## config.mk

```make
export PLATFORM = sky130hd
export DESIGN_NAME = dec3x8_seq
export DESIGN_NICKNAME = d
export VERILOG_FILES = /design/src/rtl/dec_pkg.sv /design/src/rtl/dec_fifo2.sv /design/src/rtl/dec3x8_seq.sv
export SDC_FILE = /design/constraint.sdc
export NUM_CORES = 1
export LEC_CHECK = 0
export ABC_AREA = 0
export CAP_MARGIN = 15
export CORE_UTILIZATION = 44
export DETAILED_ROUTE_END_ITERATION = 12
export HOLD_SLACK_MARGIN = 0.02
export PLACE_DENSITY = 0.67
export SLEW_MARGIN = 20
export SYNTH_ARGS = -nofsm -noshare
export SYNTH_HDL_FRONTEND = slang
export SYNTH_SLANG_ARGS = --single-unit
export TNS_END_PERCENT = 100
```

## constraint.sdc

```tcl
create_clock -name clk -period 1.8 [get_ports clk]
set_clock_uncertainty 0.05 [all_clocks]
set_input_delay 0.36 -clock clk [delete_from_list [all_inputs] [get_ports clk]]
set_output_delay 0.36 -clock clk [all_outputs]
set_load 0.02 [all_outputs]
```

## src/rtl/dec_pkg.sv

```systemverilog
// Shared types and helpers for the sequenced 3-to-8 one-hot decoder.
package dec_pkg;

    localparam int unsigned CODE_W = 3;
    localparam int unsigned OUT_W  = 8;
    localparam int unsigned CNT_W  = 8;

    typedef enum logic [1:0] {
        StIdle = 2'd0,
        StHold = 2'd1,
        StGap  = 2'd2
    } dec_state_t;

    function automatic logic [OUT_W-1:0] code_to_onehot(input logic [CODE_W-1:0] code);
        return OUT_W'(1) << code;
    endfunction

endpackage

```

## src/rtl/dec_fifo2.sv

```systemverilog
// Two-entry FIFO with asynchronous reset and a synchronous clear.
module dec_fifo2 #(
    parameter int unsigned Width = 3
) (
    input  logic             clk_i,
    input  logic             rst_i,
    input  logic             clr_i,
    input  logic             push_i,
    input  logic [Width-1:0] din_i,
    input  logic             pop_i,
    output logic [Width-1:0] dout_o,
    output logic [1:0]       count_o,
    output logic             full_o,
    output logic             empty_o
);

    logic [Width-1:0] mem_q [2];
    logic             wr_ptr_q, wr_ptr_d;
    logic             rd_ptr_q, rd_ptr_d;
    logic [1:0]       count_q, count_d;
    logic             do_push, do_pop;

    assign full_o  = (count_q == 2'd2);
    assign empty_o = (count_q == 2'd0);
    assign count_o = count_q;
    assign dout_o  = mem_q[rd_ptr_q];

    assign do_push = push_i && !full_o && !clr_i;
    assign do_pop  = pop_i && !empty_o && !clr_i;

    always_comb begin
        wr_ptr_d = wr_ptr_q;
        rd_ptr_d = rd_ptr_q;
        count_d  = count_q;
        if (clr_i) begin
            wr_ptr_d = 1'b0;
            rd_ptr_d = 1'b0;
            count_d  = 2'd0;
        end else begin
            if (do_push) wr_ptr_d = ~wr_ptr_q;
            if (do_pop)  rd_ptr_d = ~rd_ptr_q;
            unique case ({do_push, do_pop})
                2'b10:   count_d = count_q + 2'd1;
                2'b01:   count_d = count_q - 2'd1;
                default: count_d = count_q;
            endcase
        end
    end

    always_ff @(posedge clk_i or posedge rst_i) begin
        if (rst_i) begin
            wr_ptr_q <= 1'b0;
            rd_ptr_q <= 1'b0;
            count_q  <= 2'd0;
        end else begin
            wr_ptr_q <= wr_ptr_d;
            rd_ptr_q <= rd_ptr_d;
            count_q  <= count_d;
        end
    end

    // Storage needs no reset: entries are only read once counted valid.
    always_ff @(posedge clk_i) begin
        if (do_push) mem_q[wr_ptr_q] <= din_i;
    end

endmodule

```

## src/rtl/dec3x8_seq.sv

```systemverilog
// Sequenced one-hot decoder: queues codes and presents each as a held, spaced pattern.
module dec3x8_seq
    import dec_pkg::*;
#(
    parameter int unsigned HOLD = 4,
    parameter int unsigned GAP  = 1
) (
    input  logic              clk,
    input  logic              rst,
    input  logic              flush,
    input  logic              in_valid,
    output logic              in_ready,
    input  logic [CODE_W-1:0] in_code,
    output logic [OUT_W-1:0]  out_onehot,
    output logic              out_valid,
    output logic              busy
);

    dec_state_t        state_q, state_d;
    logic [CNT_W-1:0]  cnt_q, cnt_d;
    logic [OUT_W-1:0]  oh_q, oh_d;
    logic              ov_q, ov_d;
    logic              pop;
    logic [CODE_W-1:0] head;
    logic [1:0]        count;
    logic              full, empty;

    dec_fifo2 #(
        .Width (CODE_W)
    ) u_fifo (
        .clk_i   (clk),
        .rst_i   (rst),
        .clr_i   (flush),
        .push_i  (in_valid && in_ready),
        .din_i   (in_code),
        .pop_i   (pop),
        .dout_o  (head),
        .count_o (count),
        .full_o  (full),
        .empty_o (empty)
    );

    assign in_ready   = !full;
    assign busy       = (state_q != StIdle) || (count != 2'd0);
    assign out_onehot = oh_q;
    assign out_valid  = ov_q;

    always_comb begin
        state_d = state_q;
        cnt_d   = cnt_q;
        oh_d    = oh_q;
        ov_d    = ov_q;
        pop     = 1'b0;
        if (flush) begin
            state_d = StIdle;
            cnt_d   = '0;
            oh_d    = '0;
            ov_d    = 1'b0;
        end else begin
            unique case (state_q)
                StIdle: begin
                    if (!empty) begin
                        pop     = 1'b1;
                        oh_d    = code_to_onehot(head);
                        ov_d    = 1'b1;
                        cnt_d   = CNT_W'(HOLD - 1);
                        state_d = StHold;
                    end
                end
                StHold: begin
                    if (cnt_q != '0) begin
                        cnt_d = cnt_q - 1'b1;
                    end else if (GAP > 0) begin
                        oh_d    = '0;
                        ov_d    = 1'b0;
                        cnt_d   = CNT_W'(GAP - 1);
                        state_d = StGap;
                    end else if (!empty) begin
                        // Zero-gap back-to-back: reload without an idle cycle.
                        pop   = 1'b1;
                        oh_d  = code_to_onehot(head);
                        ov_d  = 1'b1;
                        cnt_d = CNT_W'(HOLD - 1);
                    end else begin
                        oh_d    = '0;
                        ov_d    = 1'b0;
                        state_d = StIdle;
                    end
                end
                StGap: begin
                    if (cnt_q != '0) begin
                        cnt_d = cnt_q - 1'b1;
                    end else if (!empty) begin
                        pop     = 1'b1;
                        oh_d    = code_to_onehot(head);
                        ov_d    = 1'b1;
                        cnt_d   = CNT_W'(HOLD - 1);
                        state_d = StHold;
                    end else begin
                        state_d = StIdle;
                    end
                end
                default: begin
                    state_d = StIdle;
                    cnt_d   = '0;
                    oh_d    = '0;
                    ov_d    = 1'b0;
                end
            endcase
        end
    end

    always_ff @(posedge clk or posedge rst) begin
        if (rst) begin
            state_q <= StIdle;
            cnt_q   <= '0;
            oh_q    <= '0;
            ov_q    <= 1'b0;
        end else begin
            state_q <= state_d;
            cnt_q   <= cnt_d;
            oh_q    <= oh_d;
            ov_q    <= ov_d;
        end
    end

endmodule

```

==> results of run 1 <==
sequential cells by signal, summed over array words and instances, names as in the netlist:
register	flops
cnt_q	8
out_onehot	8
out_valid	1
state_q	2
u_fifo.count_o	2
u_fifo.mem_q	6
u_fifo.rd_ptr_q	1
u_fifo.wr_ptr_q	1
stage by stage:
| step | setup TNS, ns | area, sq um | cells | hold slack [ns] |
|---|---|---|---|---|
| after floorplan | -0.4160 | 1544 | 153 | 0.3119 |
| after global placement | -0.03025 | 1907 | 232 | 0.4217 |
| after detailed placement | -0.5492 | 1907 | 232 | 0.4272 |
| after CTS | 0 | 1992 | 240 | 0.3203 |
| after global routing | -0.06470 | 2061 | 242 | 0.3529 |
| final | 0 | 2061 | 242 | 0.3120 |
cell families (layout without fill, tap and decap cells):
logic type | after synthesis | in the layout | share of synthesized area
mux | 1 | 1 | 0.006510
simple gates | 55 | 55 | 0.2010
xor+xnor | 4 | 4 | 0.02279
buf+inv | 16 | 59 | 0.04882
compound gates | 46 | 46 | 0.2132
fa+ha+maj | 2 | 2 | 0.01627
flops | 29 | 29 | 0.4915
worst min-delay path, delay by kind of cell:
kind	cells	cell delay (ns)
buffers and inverters	3	0.73
report_power, final:
part	internal, mW	total [mW]	switching [mW]
sequential	0.808	0.971	0.163
clock	0.289	0.511	0.223
combinational	0.797	1.71	0.913
total	1.89	3.19	1.30
final cells by class:
type                    count  area (sq um)
repair buffers             43         365.4
inverters                   8         30.03
clock buffers               6         41.29
flip-flops and latches     29         757.0
multi-input cells         108         775.7
fillers                   285          1276
well taps                  46         57.56
clock inverters             2         33.78
routing by layer:
layer | vias up | routed length, um | GRT usage
met1 | 660 | 1601 | 0.2793
met2 | 40 | 1746 | 0.3339
met4 | 0 | 42 | 0.07468
met5 | - | 0 | 0
met3 | 4 | 151 | 0.05672
li1 | 657 | - | -
timing repair:
| item | 4_1_cts | 5_1_grt |
|---|---|---|
| setup endpoints to repair | 10 | 15 |
| pin swaps | 0 | 5 |
| buffers inserted | 0 | 2 |
| gates resized for setup | 5 | 12 |
path summary, 6_finish.rpt:
| check | start | end | cells past startpoint |
|---|---|---|---|
| max | cnt_q[0] | out_onehot[2] | 6 |
| min | rst | out_onehot[7] | 3 |
| max reg2reg | cnt_q[0] | out_onehot[2] | 6 |
| min reg2reg | out_onehot[5] | out_onehot[5] | 1 |
| max in group asynchronous | rst | u_fifo.count_o[1] | 3 |
| min in group clk | out_onehot[5] | out_onehot[5] | 1 |
synthesized netlist by cell type, types with 3 or more instances:
library cell / n
a211oi_1: 3
a21oi_1: 10
a31oi_1: 4
clkbuf_1: 5
dfrtp_1: 23
edfxtp_1: 6
inv_1: 8
nand2_1: 13
nand2b_1: 3
nand3_1: 3
nor2_1: 13
nor3_1: 7
o21ai_0: 4
o2bb2ai_1: 8
or4_1: 4
xor2_1: 3
cell usage in the layout, fill, tap and decap left out, types with 2 or more instances in the layout:
master / instances
a22o_1: 2
nand3_1: 3
dlygate4sd2_1: 2
inv_1: 6
a21oi_1: 10
dfrtp_1: 22
nor2_1: 11
nor2_2: 2
or4_1: 3
buf_4: 26
or3b_2: 2
a31oi_1: 4
clkdlybuf4s50_1: 14
o2bb2ai_2: 4
edfxtp_1: 6
xor2_1: 3
o21ai_0: 4
clkbuf_4: 5
nand2b_1: 3
o32ai_1: 2
nor3_1: 7
nor4_1: 2
o211ai_1: 2
nand2_1: 12
inv_2: 2
o2bb2ai_1: 4
or3_1: 2
a211oi_1: 3
==> impl_results.md, run 1 <==
* Status: complete, no violations
* Yosys top cell area share at 0.3743
* Register area share after synthesis at 0.4915
* DR vias at 1361
* Initial antenna violation count at 0
* Top post-synthesis cells by area: dfrtp_1 37%, edfxtp_1 12%, o2bb2ai_1 4.6%
* Worst vdd ir at 0.9531 mV
* Total Routed Length at 3.543 mm
* Core Area at 3337 sq um
* #FFs+latches synth at 29
* Critical Path Slowest Stage Cell: or4_4
* Syn Nets at 162
* Clk pin slew, worst setup/hold paths at 0.09 ns
* Syn. warnings at 0
* Std-Cell Rows at 21
* I/O pins at 18
* Drt pass-1 iters at 4
* CTS Hold Bufs at 0
* Kind of critical path: reg2reg
* CTS tree: done
* Area leader, netlist: dfrtp_1
* Most used DFF post-synth: dfrtp_1
* Max Fclk at 572.7 MHz
* Worst slew pin tran at 0.3382 ns
* Mapped Area at 1538 sq um
* CP endpoint kind: register
* Tcrit/Tclk final at 0.9701
* Setup slack after layout at 0.05390 ns
* Utilization after layout at 0.6175
* First-pass GRT wire length at 5.658 mm
* Clock latency on the worst-skew pair at 0.33 ns
* Cell Pwr Density at 1550 nW/um^2
* Hold Violations, Final at 0
* Critical Path RT at 2.00 ns
* # port buffers at 17
* RSZ-0062 raised after global routing: yes
* Setup-failing EPs final at 0
* Number of buffers and inverters on the critical path at 1
* Maxcap violations at 0
* Worst setup SP type: register
* Design Power at 3.193 mW
* Crit path cell chain: inv_2 -> ha_4 -> nor3b_4 -> a21boi_2 -> or4_4 -> o2bb2ai_2
* P_leak at 0.8896 nW
* CTS root buffer: clkbuf_4
* Post-synthesis cell type count at 44
* Pin count of the biggest net entering global routing at 24
* Async S/R FF share, synth at 0.7931
* Syn_area_per_cell at 10.05 sq um
* Die span in x at 61.12 um
* CTS Buf Count at 5
* Final layout net count at 204
* Layout area overhead at 34.01%
* Routed vias/inst at 5.624
* Initial Util at 0.4608
* Hold crit path type: in2async
* DRC viols at 0
* WL per Instance at 14.64 um
* Die Y at 61.12 um
* CP delay by family, top: simple AND/OR/NAND/NOR gates
* Iter 0 DRT Violations at 83
* Clk sinks at 29
* Max Slew Vio Count at 0
* Crit path DAT at 1.95 ns
* GPL Wtd Cong at 0.8826
* CTS HTree Levels at 2
* Post-synth EDFFs at 6
* Die area at 3735 sq um
* All-Layer GR Usage at 0.2111
* Synth Instances at 153
* CP max stage delay at 0.54 ns
* Share of cells above drive strength 1 at 0.2653
* Crit path time final at 1.746 ns
* # diodes at 0
* Place WS at -0.06923 ns
* Vias in the first global route at 1245
* Longest Clk Path Bufs at 2
* Max FO, Critical Path at 4
* Routed Antenna Nets at 0
* Congestion Overflow GR at 0
* Hpwl dp at 2.575 mm
* Rel. slew slack at 0.7729
* Reg2Reg Setup Slack at 0.05 ns
Power figures use the tool's default switching activity.
==> run 2, diff against run 1 <==
--- a/config.mk
+++ b/config.mk
@@ -11,6 +11,7 @@
 export DETAILED_ROUTE_END_ITERATION = 12
 export HOLD_SLACK_MARGIN = 0.02
 export PLACE_DENSITY = 0.67
+export SKIP_CTS_REPAIR_TIMING = 1
 export SLEW_MARGIN = 20
 export SYNTH_ARGS = -nofsm -noshare
 export SYNTH_HDL_FRONTEND = slang
==> run 2 against run 1 <==
Compared with the run above: power down 1.0%; non-clock buffer count unchanged; flip-flop and latch count unchanged; sequential share of layout area up 0.47 points; core utilization down 0.79 points; register-to-register slack about the same; critical path type unchanged; largest power group unchanged; highest routed layer unchanged.
==> impl_results.md, run 2 (synthesized netlist as in run 1, its figures left out) <==
* Design Power at 3.160 mW (-1.0%)
* P_leak at 0.8747 nW (-1.7%)
* Clock latency on the worst-skew pair at 0.33 ns (about the same)
* CTS tree: done
* Routed vias/inst at 5.636 (+0.22%)
* Layout area overhead at 32.30%
* Setup-failing EPs final at 0 (unchanged)
* Initial antenna violation count at 0 (unchanged)
* Status: complete, no violations
* Tcrit/Tclk final at 0.9682 (-0.001815)
* Drt pass-1 iters at 4 (unchanged)
* Hold crit path type: in2async
* CTS Buf Count at 5 (unchanged)
* Crit path time final at 1.743 ns (-0.003267 ns)
* CTS root buffer: clkbuf_4
* Hpwl dp at 2.575 mm (unchanged)
* Pin count of the biggest net entering global routing at 24 (unchanged)
* I/O pins at 18 (unchanged)
* Worst setup SP type: register
* Routed Antenna Nets at 0 (unchanged)
* Kind of critical path: reg2reg
* Clk sinks at 29 (unchanged)
* Initial Util at 0.4608 (unchanged)
* Crit path DAT at 1.94 ns (about the same)
* RR Endpoint: out_onehot[2]
* Worst slew pin tran at 0.3157 ns (-0.02256 ns)
* Worst vdd ir at 0.9849 mV (+3.3%)
* Max Slew Vio Count at 0 (unchanged)
* Critical Path RT at 2.00 ns (about the same)
* Leading cell types in the layout, fill and taps excluded: 26 x buf_4, 22 x dfrtp_1, 15 x clkdlybuf4s50_1, 13 x nor2_1, 12 x nand2_1
* Reg2Reg Setup Slack at 0.06 ns (about the same)
* Fillers at 286 (+0.35%)
* Vias in the first global route at 1245 (unchanged)
* CP endpoint kind: register
* Worst Reg-to-Reg Cells at 6 (unchanged)
* Utilization after layout at 0.6097 (-0.007874)
* Final layout net count at 204 (unchanged)
* Maxcap violations at 0 (unchanged)
* Die span in x at 61.12 um (unchanged)
* Hold Violations, Final at 0 (unchanged)
* GPL Wtd Cong at 0.8826 (unchanged)
* Cell Pwr Density at 1553 nW/um^2 (+0.25%)
* CTS HTree Levels at 2 (unchanged)
* Clk pin slew, worst setup/hold paths at 0.09 ns (about the same)
* Share of cells above drive strength 1 at 0.2398 (-0.02551)
* RSZ-0062 raised after global routing: yes
* # diodes at 0 (unchanged)
* WL per Instance at 14.55 um (-0.62%)
* # port buffers at 17 (unchanged)
* Longest Clk Path Bufs at 2 (unchanged)
* Most common cell after layout, fill and taps aside: buf_4
* Die Y at 61.12 um (unchanged)
* Total Routed Length at 3.521 mm (-0.62%)
* First-pass GRT wire length at 5.658 mm (unchanged)
* Die area at 3735 sq um (unchanged)
* Max Fclk at 573.8 MHz (+0.19%)
* Iter 0 DRT Violations at 70 (-16%)
* Core Area at 3337 sq um (unchanged)
* Congestion Overflow GR at 0 (unchanged)
* Max FO, Critical Path at 4 (unchanged)
* DR vias at 1364 (+0.22%)
* DRC viols at 0 (unchanged)
* Std-Cell Rows at 21 (unchanged)
* Rel. slew slack at 0.7868 (+0.01391)
* All-Layer GR Usage at 0.2111 (unchanged)
* Setup TNS Final at 0 ns (unchanged)
* RR Startpoint: cnt_q[0]
-- run 2: worst max path at each step --
stage,from,endpoint,depth (start not counted)
6_report,cnt_q[0],out_onehot[2],6
5_1_grt,cnt_q[0],out_onehot[0],6
4_1_cts,u_fifo.count_o[1],busy,3
3_5_place_dp,flush,out_onehot[0],4
3_3_place_gp,cnt_q[1],out_onehot[6],6
2_1_floorplan,cnt_q[0],out_onehot[0],7
-- run 2: per-stage QoR --
stage | hold slack (ns) | worst slack (ns) | instances | area, sq um
after floorplan | 0.3119 | -0.07486 | 153 | 1544
after global placement | 0.4217 | -0.01303 | 232 | 1907
after detailed placement | 0.4272 | -0.06923 | 232 | 1907
after CTS | 0.3203 | -0.1890 | 240 | 1982
after global routing | 0.3529 | -0.01481 | 242 | 2034
final | 0.3177 | 0.05717 | 242 | 2034
-- run 2: area by class of cell --
cell class | count | area [sq um] | share of cell area
Tap cell | 46 | 57.56 | 0.02829
Multi-Input combinational cell | 108 | 744.5 | 0.3659
Timing Repair Buffer | 43 | 370.4 | 0.1820
Inverter | 8 | 30.03 | 0.01476
Clock inverter | 2 | 33.78 | 0.01661
Sequential cell | 29 | 757.0 | 0.3721
Clock buffer | 6 | 41.29 | 0.02030
-- run 2: power by group --
part | internal, mW | switching, mW | total [mW]
clock | 0.289 | 0.219 | 0.508
sequential | 0.810 | 0.159 | 0.968
combinational | 0.795 | 0.889 | 1.68
-- run 2: metal layers --
| metal | vias up | routed length [um] | GRT usage |
|---|---|---|---|
| met2 | 40 | 1722 | 0.3339 |
| met5 | - | 0 | 0 |
| met1 | 660 | 1596 | 0.2793 |
| li1 | 660 | - | - |
| met4 | 0 | 22 | 0.07468 |
| met3 | 4 | 179 | 0.05672 |
-- run 2: worst max-delay path, cell delays in order, from the launching register on --
cell and delay [ns]:
dfrtp_1 0.41, inv_2 0.09, ha_4 0.14, nor3b_4 0.19
a21boi_2 0.10, or4_4 0.53, o2bb2ai_2 0.15
